### config.mk
export PLATFORM = sky130hd
export DESIGN_NAME = perceptron_mac
export DESIGN_NICKNAME = d
export VERILOG_FILES = /design/src/rtl/nn_pkg.sv /design/src/rtl/relu.sv /design/src/rtl/perceptron_mac.sv
export SDC_FILE = /design/constraint.sdc
export NUM_CORES = 1
export LEC_CHECK = 0
export CAP_MARGIN = 20
export CORE_MARGIN = 8
export CORE_UTILIZATION = 63
export DETAILED_ROUTE_END_ITERATION = 7
export PLACE_DENSITY = 0.87
export SLEW_MARGIN = 30
export SYNTH_ARGS = -nofsm -noshare
export SYNTH_HDL_FRONTEND = slang
export SYNTH_HIERARCHICAL = 1
export SYNTH_SLANG_ARGS = --single-unit
### constraint.sdc
create_clock -name clk -period 5.86 [get_ports clk]
set_input_delay 0.879 -clock clk [delete_from_list [all_inputs] [get_ports clk]]
set_output_delay 0.879 -clock clk [all_outputs]
set_load 0.005 [all_outputs]
### src/rtl/nn_pkg.sv
// Shared fixed-point defaults and saturation helpers for the neuron datapath.
package nn_pkg;

    // Default Q3.5 operand format.
    localparam int FRAC_BITS_DEF = 5;
    localparam int Q_WIDTH_DEF   = 8;

    // Working width for lossless intermediate sums; all datapath widths
    // are expected to stay well below this.
    localparam int WIDE = 64;

    // Largest value representable in a signed field of 'width' bits.
    function automatic logic signed [WIDE-1:0] max_of(input int width);
        return (64'sd1 <<< (width - 1)) - 64'sd1;
    endfunction

    // Clamp a wide signed value into the signed range of 'width' bits.
    function automatic logic signed [WIDE-1:0] saturate(
        input logic signed [WIDE-1:0] value,
        input int                     width
    );
        logic signed [WIDE-1:0] hi;
        logic signed [WIDE-1:0] lo;
        hi = max_of(width);
        lo = -hi - 64'sd1;
        if (value > hi)      return hi;
        else if (value < lo) return lo;
        else                 return value;
    endfunction

    // True when saturate() would have to clamp the value.
    function automatic logic clamps(
        input logic signed [WIDE-1:0] value,
        input int                     width
    );
        logic signed [WIDE-1:0] hi;
        hi = max_of(width);
        return (value > hi) || (value < (-hi - 64'sd1));
    endfunction

endpackage

### src/rtl/relu.sv
// Rectified linear unit: negative inputs map to zero, others pass through.
module relu #(
    parameter int WIDTH = 11
) (
    input  logic signed [WIDTH-1:0] value,
    output logic signed [WIDTH-1:0] result
);

    assign result = value[WIDTH-1] ? '0 : value;

endmodule

### src/rtl/perceptron_mac.sv
// Single-neuron multiply-accumulate with saturating accumulator, sticky
// overflow flag and a combinational biased (optionally rectified) output.
module perceptron_mac
    import nn_pkg::*;
#(
    parameter int INPUT_WIDTH  = Q_WIDTH_DEF,
    parameter int WEIGHT_WIDTH = Q_WIDTH_DEF,
    parameter int FRAC_BITS    = FRAC_BITS_DEF,
    parameter int SUM_WIDTH    = INPUT_WIDTH + 3,
    parameter int USE_RELU     = 0
) (
    input  logic                           clk,
    input  logic                           rst,
    input  logic                           clr,
    input  logic                           en,
    input  logic signed [INPUT_WIDTH-1:0]  data_in,
    input  logic signed [WEIGHT_WIDTH-1:0] weight,
    input  logic signed [WEIGHT_WIDTH-1:0] bias,
    output logic signed [SUM_WIDTH-1:0]    sum,
    output logic signed [SUM_WIDTH-1:0]    act,
    output logic                           ovf
);

    localparam int PROD_WIDTH = INPUT_WIDTH + WEIGHT_WIDTH;

    logic signed [PROD_WIDTH-1:0] product;
    logic signed [PROD_WIDTH-1:0] scaled;
    logic signed [WIDE-1:0]       acc_wide;
    logic signed [SUM_WIDTH-1:0]  sum_next;
    logic                         sum_clamped;
    logic signed [WIDE-1:0]       biased_wide;
    logic signed [SUM_WIDTH-1:0]  act_sat;

    // Full-precision product, rescaled by dropping the fraction bits of one
    // operand; the arithmetic shift rounds toward minus infinity.
    assign product = data_in * weight;
    assign scaled  = product >>> FRAC_BITS;

    // Accumulate in a wide field so the clamp sees the true sum.
    assign acc_wide    = WIDE'(sum) + WIDE'(scaled);
    assign sum_next    = SUM_WIDTH'(saturate(acc_wide, SUM_WIDTH));
    assign sum_clamped = clamps(acc_wide, SUM_WIDTH);

    // Accumulator and sticky overflow; clear wins over enable.
    // NOTE: sequential state uses non-blocking assignments so every register
    // samples pre-edge values regardless of statement order.
    always_ff @(posedge clk or negedge rst) begin
        if (!rst) begin
            sum <= '0;
            ovf <= 1'b0;
        end else if (clr) begin
            sum <= '0;
            ovf <= 1'b0;
        end else if (en) begin
            sum <= sum_next;
            if (sum_clamped) ovf <= 1'b1;
        end
    end

    // Bias is added after accumulation; its clamp never touches ovf.
    assign biased_wide = WIDE'(sum) + WIDE'(bias);
    assign act_sat     = SUM_WIDTH'(saturate(biased_wide, SUM_WIDTH));

    if (USE_RELU != 0) begin : g_relu
        relu #(.WIDTH(SUM_WIDTH)) u_relu (
            .value  (act_sat),
            .result (act)
        );
    end else begin : g_linear
        assign act = act_sat;
    end

endmodule

==> results.yml <==
timing:
  finalCriticalPeriod_ps: 6689
  fraction_of_the_cycle_the_final_worst_path_needs: 1.141
  max_freq_mhz: 149.5
  setup_viol_count_final: 12
  grt_setup_unrepaired: "true"
  totalNegativeSetupSlack_ps: -9251
  slew_violations: 0
  fin_worst_skew_ps: 5.227
  slew_headroom: 0.4830
  hold_ws_ps: 683.0
  final-hold-violation-count: 0
  layout_setup_ws_ps: -828.9
  worst_slew_pin_slew_ps: 773.1
clocking:
  cts_max_path_buffers: 2
  cts_tree: "built"
  tritoncts_sink_count: 12
  numCtsBuffers: 3
  cts.reportedPaths.clkPinSlew_ps: 60
  clkLatencyLatePin_ps: 240
  cts.hold.buffers_added: 0
  ctsHtreeMaxLevel: 1
  cts_root_buffer: "clkbuf_8"
synthesis:
  mappedNetlistArea_um2: 3976
  netlist_instances: 463
  synth_enable_flop_cells: 0
  sequential_fraction_of_the_synthesis_area: 0.07552
  netlist-cell-type-count: 50
  synth_nets: 596
  ys_seq_elements: 12
  postSynth.asyncResetShare: 1.000
  ys.warnings.count: 6
  postSynthAreaPerCell_um2: 8.588
  synth-main-ff-cell: "dfrtp_1"
cells_and_area:
  finish.instance_area_um2: 5627
  fill_cells: 238
  commonest_cells_after_routing_fill_and_taps_aside: "79 x buf_4, 75 x inv_1, 50 x fa_1"
  antenna_diode_count: 0
  layout.nets: 730
  drive_gt1_frac: 0.3104
  layout_commonest_cell: "buf_4"
  flow.area_growth_from_synthesis_pct: 41.50
detailed_routing:
  detail_route.wirelength_um: 17040
  wl_per_cell_um: 25.31
  drt_drc_violations_left: 0
  drt-vias-per-instance: 6.845
  antenna_violating_nets_post_route: 0
  detail_route.iter0.violations: 538
  via_count: 4607
  drt_pre_antenna_iters: 5
setup_path:
  path_common_cell: "a21oi_2"
  path_depth: 25
  cp-start-kind: "primary input"
  worstRegToRegCells: 13
  worst-setup-path-type: "in -> reg"
  cpLargestDelayFamily: "adder cells"
  worst-r2r-setup-slack_ps: 2780
  crit_path_max_fanout: 8
  required_time_at_the_endpoint_of_the_critical_path_ps: 6010
  critical_path.reg2reg.startpoint: "sum[0]$_DFFE_PN0P_"
  crit_arrival_ps: 6830
  worst-path-buf-inv: 4
  critPathMaxStageDelay_ps: 610
  endpoint_kind: "flip-flop"
  setup.worst_path.end: "ovf$_DFFE_PN0P_"
  worstReg2RegEnd: "ovf$_DFFE_PN0P_"
  startpoint: "weight[3]"
  timing.critical_path.slowest_stage_cell: "fa_2"
floorplan:
  start_util: 0.6371
  chipWidth_um: 95.45
  floorplan.core_area_um2: 6241
  row_count: 29
  io_pins: 51
  fp.dieH_um: 95.45
  fp.dieArea_um2: 9110
global_routing:
  antenna_found_initial: 0
  pin_count_of_the_biggest_net_entering_global_routing: 16
  first_global_vias: 4711
  grt_overflow_total: 0
  gr-usage-all-layers: 0.3166
  grt_first_pass_wirelength_um: 22940
run_status:
  outcome: "finished, violations left"
  violations: "setup timing"
place:
  place_worst_setup_slack_ps: -1029
  postPlaceCellArea_um2: 5032
  post-dp-hpwl_um: 8770
  gpl.final_weighted_congestion: 0.8871
  port_buffers: 50
run:
  maxCapViolations: 0
min_path:
  worst_hold_path_type: "reg -> reg"
-- metrics by stage --
stage,std cells,util
4_1_cts,664,0.8771
5_1_grt,673,0.9016
3_3_place_gp,644,0.8063
6_report,673,0.9016
3_5_place_dp,644,0.8063
2_1_floorplan,463,-
-- tightest hold or removal path, cell delays in order, from the launching register on --
cell     delay, ps
dfrtp_1        390
a21oi_2         60
nor2_1         170
-- worst min path at each step --
stage / from / to / slack (ps) / depth (start not counted)
after floorplan: ovf$_DFFE_PN0P_ / ovf$_DFFE_PN0P_ / 490 / 2
after global placement: ovf$_DFFE_PN0P_ / ovf$_DFFE_PN0P_ / 490 / 2
after detailed placement: ovf$_DFFE_PN0P_ / ovf$_DFFE_PN0P_ / 500 / 2
after CTS: ovf$_DFFE_PN0P_ / ovf$_DFFE_PN0P_ / 530 / 2
after global routing: ovf$_DFFE_PN0P_ / ovf$_DFFE_PN0P_ / 670 / 2
final: ovf$_DFFE_PN0P_ / ovf$_DFFE_PN0P_ / 680 / 2
-- sequential cells by signal, summed over array words and instances (netlist names) --
register,count
ovf,1
sum,11
-- timing repair --
action                     4_1_cts  5_1_grt
hold endpoints to repair         0        0
pin swaps                       60       39
resized for setup              157       23
cloned                           2        0
buffers inserted                14       10
setup endpoints to repair       12       12
-- cell usage after synthesis, types with 2 or more instances --
master / count / area, um^2
inv_1: 83 / 311.6
fa_1: 56 / 1121
ha_1: 49 / 613.1
and2_1: 39 / 244.0
a21oi_1: 28 / 140.1
o21ai_0: 27 / 135.1
nand2_1: 26 / 97.59
nor2_1: 22 / 82.58
xnor2_1: 19 / 166.4
dfrtp_1: 12 / 300.3
nor3_1: 12 / 60.06
nor2b_1: 10 / 62.56
xor2_1: 10 / 87.58
a21o_1: 8 / 60.06
nand2b_1: 8 / 50.05
and3_1: 5 / 31.28
a211oi_1: 4 / 30.03
o21a_1: 4 / 30.03
nand4_1: 3 / 18.77
a31oi_1: 2 / 12.51
clkbuf_1: 2 / 7.510
maj3_1: 2 / 20.02
nand3b_1: 2 / 15.01
o211ai_1: 2 / 15.01
o21ai_2: 2 / 17.52
o21bai_1: 2 / 15.01
-- cell type report --
cell class                      instances  area [um^2]  area share
Sequential cell                        12        300.3     0.05337
Multi-Input combinational cell        366         3720      0.6611
Clock buffer                            4        55.05    0.009784
Tap cell                               77        96.34     0.01712
Timing Repair Buffer                  131         1144      0.2032
Inverter                               83        311.5     0.05537
-- routing by layer --
metal	track usage	share of wire
met2	0.5581	0.48
met1	0.3588	0.33
met3	0.04961	0.11
met5	0	0
met4	0.1741	0.079
-- kinds of logic (layout without fill, tap and decap cells) --
logic type,Yosys count,after routing,share of synthesized area
buf+inv,87,218,0.08433
simple gates,135,136,0.1860
compound gates,91,92,0.1438
flops,12,12,0.07552
mux,2,2,0.005349
xor+xnor,29,29,0.06388
fa+ha+maj,107,107,0.4412
Power is left out: the tool's default activity adds up to more than one toggle a clock period on the data nets, which glitch-free logic cannot reach.
